--- src/rtl/dmem_cache_ctrl.sv ---
// Direct-mapped write-through, no-write-allocate D-cache controller; drives the M-stage memory stall.
// Optional hit/miss counters are enabled by defining DMEM_CACHE_STATS_EN.
`timescale 1ns/1ps
module dmem_cache_ctrl #(
  parameter int SETS   = 16,
  parameter int WORDS  = 4,
  parameter int ADDR_W = 32
) (
  input  logic              clk,
  input  logic              rst,
  input  logic              mem_readM,
  input  logic              mem_writeM,
  input  logic [ADDR_W-1:0] addrM,
  input  logic [31:0]       wdataM,
  output logic [31:0]       rdataM,
  output logic              stall,
  output logic              mm_req,
  output logic              mm_we,
  output logic [ADDR_W-1:0] mm_addr,
  output logic [31:0]       mm_wdata,
  input  logic              mm_ready,
  input  logic [31:0]       mm_rdata
`ifdef DMEM_CACHE_STATS_EN
  ,
  output logic [31:0]       hit_cnt,
  output logic [31:0]       miss_cnt
`endif
);

  localparam int OFF_W = $clog2(WORDS);
  localparam int IDX_W = $clog2(SETS);
  localparam int TAG_W = ADDR_W - IDX_W - OFF_W - 2;
  localparam logic [OFF_W-1:0] LAST_WORD = OFF_W'(WORDS - 1);

  typedef enum logic [1:0] {IDLE, REFILL, WRITE, RESUME} state_t;

  state_t           state_q, state_d;
  logic [OFF_W-1:0] cnt_q, cnt_d;
  logic [SETS-1:0]  valid_q;
  logic [TAG_W-1:0] tag_q  [SETS];
  logic [31:0]      data_q [SETS][WORDS];

  logic [OFF_W-1:0] off;
  logic [IDX_W-1:0] idx;
  logic [TAG_W-1:0] tagM;
  logic             hit;
  logic             fill_we, store_we, inval, hit_evt, miss_evt;
  logic             unused_addr_lsb;

  assign off             = addrM[OFF_W+1:2];
  assign idx             = addrM[OFF_W+2 +: IDX_W];
  assign tagM            = addrM[ADDR_W-1 -: TAG_W];
  assign hit             = valid_q[idx] && (tag_q[idx] == tagM);
  assign unused_addr_lsb = ^addrM[1:0];

  always_comb begin
    state_d  = state_q;
    cnt_d    = cnt_q;
    stall    = 1'b0;
    mm_req   = 1'b0;
    mm_we    = 1'b0;
    mm_addr  = '0;
    mm_wdata = '0;
    rdataM   = '0;
    fill_we  = 1'b0;
    store_we = 1'b0;
    inval    = 1'b0;
    hit_evt  = 1'b0;
    miss_evt = 1'b0;
    case (state_q)
      IDLE: begin
        if (mem_writeM) begin
          stall   = 1'b1;
          state_d = WRITE;
        end else if (mem_readM) begin
          if (hit) begin
            rdataM  = data_q[idx][off];
            hit_evt = 1'b1;
          end else begin
            stall    = 1'b1;
            state_d  = REFILL;
            cnt_d    = '0;
            inval    = 1'b1;
            miss_evt = 1'b1;
          end
        end
      end
      REFILL: begin
        stall   = 1'b1;
        mm_req  = 1'b1;
        mm_addr = {tagM, idx, cnt_q, 2'b00};
        if (mm_ready) begin
          fill_we = 1'b1;
          cnt_d   = cnt_q + 1'b1;
          if (cnt_q == LAST_WORD) state_d = RESUME;
        end
      end
      WRITE: begin
        stall    = 1'b1;
        mm_req   = 1'b1;
        mm_we    = 1'b1;
        mm_addr  = {addrM[ADDR_W-1:2], 2'b00};
        mm_wdata = wdataM;
        if (mm_ready) begin
          store_we = hit;
          state_d  = RESUME;
        end
      end
      RESUME: begin
        // Line is known resident here, so a pending load is served directly.
        if (mem_readM) rdataM = data_q[idx][off];
        state_d = IDLE;
      end
      default: state_d = IDLE;
    endcase
    // Outputs are forced quiet while reset is held, regardless of the M-stage inputs.
    if (rst) begin
      stall    = 1'b0;
      mm_req   = 1'b0;
      mm_we    = 1'b0;
      mm_addr  = '0;
      mm_wdata = '0;
      rdataM   = '0;
      hit_evt  = 1'b0;
      miss_evt = 1'b0;
    end
  end

  always_ff @(posedge clk or posedge rst) begin
    if (rst) begin
      state_q <= IDLE;
      cnt_q   <= '0;
      valid_q <= '0;
    end else begin
      state_q <= state_d;
      cnt_q   <= cnt_d;
      if (inval) valid_q[idx] <= 1'b0;
      if (fill_we && cnt_q == LAST_WORD) valid_q[idx] <= 1'b1;
    end
  end

  always_ff @(posedge clk) begin
    if (fill_we) data_q[idx][cnt_q] <= mm_rdata;
    if (fill_we && cnt_q == LAST_WORD) tag_q[idx] <= tagM;
    if (store_we) data_q[idx][off] <= wdataM;
  end

`ifdef DMEM_CACHE_STATS_EN
  logic [31:0] hit_cnt_q, miss_cnt_q;

  always_ff @(posedge clk or posedge rst) begin
    if (rst) begin
      hit_cnt_q  <= '0;
      miss_cnt_q <= '0;
    end else begin
      if (hit_evt)  hit_cnt_q  <= hit_cnt_q + 32'd1;
      if (miss_evt) miss_cnt_q <= miss_cnt_q + 32'd1;
    end
  end

  assign hit_cnt  = hit_cnt_q;
  assign miss_cnt = miss_cnt_q;
`else
  logic unused_stats;
  assign unused_stats = hit_evt | miss_evt;
`endif

endmodule

--- config.mk ---
export PLATFORM = sky130hd
export DESIGN_NAME = dmem_cache_ctrl
export DESIGN_NICKNAME = d
export VERILOG_FILES = /design/src/rtl/dmem_cache_ctrl.sv
export SDC_FILE = /design/constraint.sdc
export NUM_CORES = 2
export LEC_CHECK = 0
export ABC_AREA = 0
export CORE_AREA = 2 2 404 406
export DETAILED_ROUTE_END_ITERATION = 10
export DIE_AREA = 0 0 406 408
export PLACE_DENSITY = 0.83
export SKIP_CTS_REPAIR_TIMING = 1
export SLEW_MARGIN = 20
export SYNTH_ARGS = -nofsm -noshare
export SYNTH_HDL_FRONTEND = slang
export SYNTH_SLANG_ARGS = --single-unit
--- constraint.sdc ---
create_clock -name clk -period 11.5 [get_ports clk]
set_clock_uncertainty 0.2 [all_clocks]
set_input_delay 2.875 -clock clk [delete_from_list [all_inputs] [get_ports clk]]
set_output_delay 2.875 -clock clk [all_outputs]
set_load 0.1 [all_outputs]
Word-level counts from Yosys, hierarchy flattened
Memories as Yosys holds them, arrays and structs flattened. Index checks and enable logic that the tools add are counted.

Bits in registers: 20. Bits in writable memories: 2432. Input bits: 101. Output and inout bits: 99. Logic and storage cells: 352. Memories kept: 2.

Add/sub/neg operators: 1. Magnitude comparators: 6. Equal/unequal tests: 13. Mux-type cells: 184. Bitwise operators: 133. Reductions and logical operators: 10.

Memory list: data_q (words 16, bits a word 128, read ports 1, clocked after Yosys merged registers in 0, wr ports 1, RTL line 41) `logic [31:0] data_q [SETS][WORDS];`; tag_q (words 16, bits a word 24, read ports 1, clocked after Yosys merged registers in 0, wr ports 1, RTL line 40) `logic [TAG_W-1:0] tag_q [SETS];`.

Operators with widths (count): 2-to-1 mux 32 bit (12); 2-to-1 mux 128 bit (2); 2-to-1 mux 1 bit (148); demux 32 bit (select 2 bit) (2); bitwise OR 1 bit (128); case mux 32 bit (2 select lines) (2); binary-select mux 32 bit (select 2 bit) (1); 2-to-1 mux 16 bit (2); equality test 24 bit (1); 2-to-1 mux 2 bit (10); bitwise AND 16 bit (1); NOT 16 bit (1); bitwise OR 16 bit (1); inequality test 2 bit, second input constant (6); AND reduction 5 bit (2); case mux 2 bit (4 select lines) (1); equality test 2 bit, second input constant (3); >= comparator 3 bit, second input constant (2); less-than comparator 3 x 1 -> 1 bit, second input constant (2); inequality test 3 bit, second input constant (2); NOT 2 -> 3 bit (2); logical AND 1 bit (5); less-than comparator 4 x 5 -> 1 bit, second input constant (1); binary-select mux 1 bit (select 4 bit) (1); 9 further kinds (9).

Depth between registers and ports, before layout
Depth after elaboration: 10. Depth in mapped cells: 17. Gate-level depth less buffers: 9.

Worst setup path after synthesis
OpenSTA, ideal clock, no wires.

Path type: input port to output port. Start point: input port addrM[5]. End point: output port stall. Data arrival time: 9.664 ns. Required time: 8.425 ns. Setup slack: -1.239 ns. Cell stages on the path: 11. Buffers on the path: 3. Cell sequence: buf_2 > clkbuf_1 > buf_1 > mux4_2 > mux2_2 > o2111ai_1 > o21ai_0 > o2111ai_1 > nor3_2 > nand2b_1 > a2111oi_0.

Cells in the longest elaborated chain, start to end: 8. Elaborated cells between the ends (all ways): 10. Those cells by class: eq/ne (1); mux (7); reduce/logical (1); memory (1).

RTL lines: from (decl) (RTL line 13) `input logic [ADDR_W-1:0] addrM,`; memory (16 x 24 bit) / binary-select mux 1 bit (select 4 bit) (equally long branches); equality test 24 bit / 2-to-1 mux 1 bit (equally long branches) (RTL line 53) `assign hit = valid_q[idx] && (tag_q[idx] == tagM);`; logical AND 1 bit (*) (RTL line 53); 2-to-1 mux 1 bit (*) (2 in series); 2-to-1 mux 1 bit (*) (RTL line 72) `if (mem_writeM) begin`; case mux 1 bit (2 select lines) (*) (RTL line 70) `case (state_q)`; 2-to-1 mux 1 bit (*) (RTL line 117) `if (rst) begin`; to (decl) (RTL line 16) `output logic stall,`.

Mark *: on every way between the ends. The rest lies on a longest branch, timed or not. The select of a mux whose other input is x is not followed.

Worst setup path in the final report
Start point: input port addrM[4]. End point: output port rdataM[0].

Cells in the longest elaborated chain, start to end: 9. Elaborated cells between the ends (all ways): 15. Those cells by class: eq/ne (1); mux (11); reduce/logical (1); memory (2).

RTL lines: memory (16 x 128 bit); binary-select mux 32 bit (select 2 bit) (RTL line 77, 111); 2-to-1 mux 32 bit (implied by the code) (2 in series) (RTL line 77, 111); 2-to-1 mux 32 bit (RTL line 76) `if (hit) begin`; 2-to-1 mux 32 bit (RTL line 75) `end else if (mem_readM) begin`; 2-to-1 mux 32 bit (RTL line 72); case mux 32 bit (2 select lines) (*) (RTL line 70); 2-to-1 mux 32 bit (*) (RTL line 117); to (decl) (RTL line 15) `output logic [31:0] rdataM,`.

Marked as above.

==> flow_metrics.tcl <==
set metrics [dict create \
    cellPowerDensity_mw_per_mm2 176 \
    r2r-start "tag_q[3][18]" \
    grt_pass1_wl_mm 397 \
    fin_cells 6797 \
    fin_crit_sh 0.952 \
    synth_top_area_share 0.757 \
    leakage_nw 33.9 \
    vias 50374 \
    synth_cells 4082 \
    p_total_mw 19.3 \
    synth_seq_cells 2452 \
    synth_ff_type "edfxtp_1" \
    die_area_mm2 0.166 \
    grt.overflow.total 0 \
    clockRootBuffer "clkbuf_16" \
    synth.top_cells.by_count "edfxtp_1 (2432), mux4_2 (747), mux2_2 (142), clkbuf_1 (127), buf_2 (70)" \
    regToRegSetupSlack_ns 4.84 \
    syn_avg_cell_area_um2 23.6 \
    ys_warn_count 0 \
    synth_most_common_cell "edfxtp_1" \
    hold_path_class "reg2reg" \
    grt_max_degree 174 \
    maxSlewViolCount 0 \
    drc_errors 0 \
    worstHoldEndpoint "valid_q[14]" \
    gp_congestion 0.831 \
    area_growth_pct 13.7 \
    hold_viol_final 0 \
    ys_top_cells_by_area "edfxtp_1 (76%), mux4_2 (17%), mux2_2 (1.7%)" \
    final_area_mm2 0.110 \
    portBuffers 195 \
    track_usage 0.350 \
    fin_tns_setup_ns 0 \
    cts_made_buffers 224 \
    rsz0062_at_grt "no" \
    die_height_um 408 \
    tightestPinTransition_ns 1.33 \
    core_area_mm2 0.162 \
    fp-row-count 148 \
    antenna_found_initial 31 \
    relSlewSlack 0.112 \
    num_io_pins 200 \
    postPlaceCellArea_mm2 0.102 \
    cp_max_fo 89 \
    synth_edf_count 2432 \
    cp-start-kind "primary input" \
    setup_viol_count_final 0 \
    dpl.hpwl_mm 144 \
    critPathCaptureType "output port" \
    vdd_drop_max_v 0.000163 \
    fin_ws_ns 0.547 \
    ant_nets 0 \
    whs_ns 0.327 \
    cp_data_required_time_ns 8.43 \
    max_clock_freq_mhz 91.3 \
    drt-pass1-iter-count 6 \
    initialDrtViolationCount 9131 \
    detail_route.wirelength_mm 285 \
    vias_per_cell 7.41 \
    grt_pass1_vias 50886 \
    dp.cells 6348 \
    syn_area_mm2 0.0965 \
    clock_sinks 2452 \
    reg2reg_depth 10 \
    arrival_ns 7.88 \
    path_clk_slew_ns 0.06 \
    place_worst_setup_slack_ns 0.792 \
    final_util 0.678 \
    die_w_um 406 \
    outcome "finished clean" \
    holdPathStages 2 \
    insertion_delay_ns 0.89 \
    synthArstFlopShare 0.00816 \
    nets 4510 \
    synth_cell_type_count 53 \
    start_util 0.597 \
    htree_levels 4 \
    ys_seq_area_frac 0.762 \
    path_class "in2out" \
    hold_start "valid_q[14]" \
    finalCriticalPeriod_ns 10.95 \
    cap_violations 0 \
    yosysTopAreaCell "edfxtp_1" \
    wl_per_cell_um 42.0 \
    cts_tree "yes" \
    cts_buffer_depth 3 \
    drive_gt1_frac 0.323 \
    r2r_end "data_q[2][78]" \
]
[layout by cell type, fill, tap and decap left out, drive strengths merged, types with 17 or more instances in the layout]
cell	instances
edfxtp	2432
nand2	39
inv	17
buf	167
xor2	18
o31ai	18
diode	34
mux4	747
clkdlybuf4s50	156
nor2	33
dfrtp	20
mux2i	56
clkbuf	277
a21oi	68
nor2b	40
bufinv	23
o21ai	25
clkinv	102
and2	57
mux2	154
[cells by family (layout without fill, tap and decap cells)]
logic type	Yosys count	count (layout)	synth area share
mux	957	957	0.199
fa+ha+maj	9	9	0.00117
flops	2452	2452	0.762
simple gates	217	217	0.0122
compound gates	176	176	0.0115
other cells	1	36	0.0000389
xor+xnor	25	25	0.00227
buf+inv	245	750	0.0120
[flip-flops by register name, summed over array words and instances, names as in the netlist]
register / count
cnt_q: 2
data_q: 2048
state_q: 2
tag_q: 384
valid_q: 16
[how the worst max path moves through the flow]
stage	start	to	slack, ns	cells after the start
6_report	addrM[4]	rdataM[0]	0.55	11
5_1_grt	addrM[4]	rdataM[0]	0.37	12
4_1_cts	addrM[4]	rdataM[0]	0.65	12
3_5_place_dp	addrM[4]	rdataM[31]	0.79	12
3_3_place_gp	addrM[4]	rdataM[31]	0.93	12
2_1_floorplan	addrM[5]	stall	0.12	11
[report_power, final]
group / total, mW / internal (mW) / leakage, nW / switching (mW)
Sequential: 9.92 / 9.89 / 22.1 / 0.0342
Clock: 7.63 / 4.16 / 3.58 / 3.47
Combinational: 1.77 / 0.560 / 8.24 / 1.21
Total: 19.3 / 14.6 / 33.9 / 4.72
[critical path, cell delays in order]
cell	delay [ns]
buf_8	0.62
mux4_2	0.63
mux2i_1	0.19
xnor2_1	0.08
a2111oi_0	0.93
o211ai_1	0.50
nor4_1	0.47
o211ai_1	0.16
buf_4	0.35
nor2b_1	0.59
buf_4	0.41
[final cells by class]
class	count	area, um^2
Tap cell	2175	2720
Fill cell	8812	52000
Clock buffer	277	5860
Inverter	13	48.8
Antenna cell	34	85.1
Sequential cell	2452	73500
Timing Repair Buffer	323	3220
Multi-Input combinational cell	1386	22700
Clock inverter	137	1510
[per-layer routing]
metal / wire length, um / part of all wire / GRT usage
met1: 87700 / 0.31 / 0.443
met2: 136000 / 0.48 / 0.540
met3: 40500 / 0.14 / 0.106
met4: 20400 / 0.071 / 0.204
met5: 201 / 0.00070 / 0
Note: power is estimated with default switching activity, not from simulation.
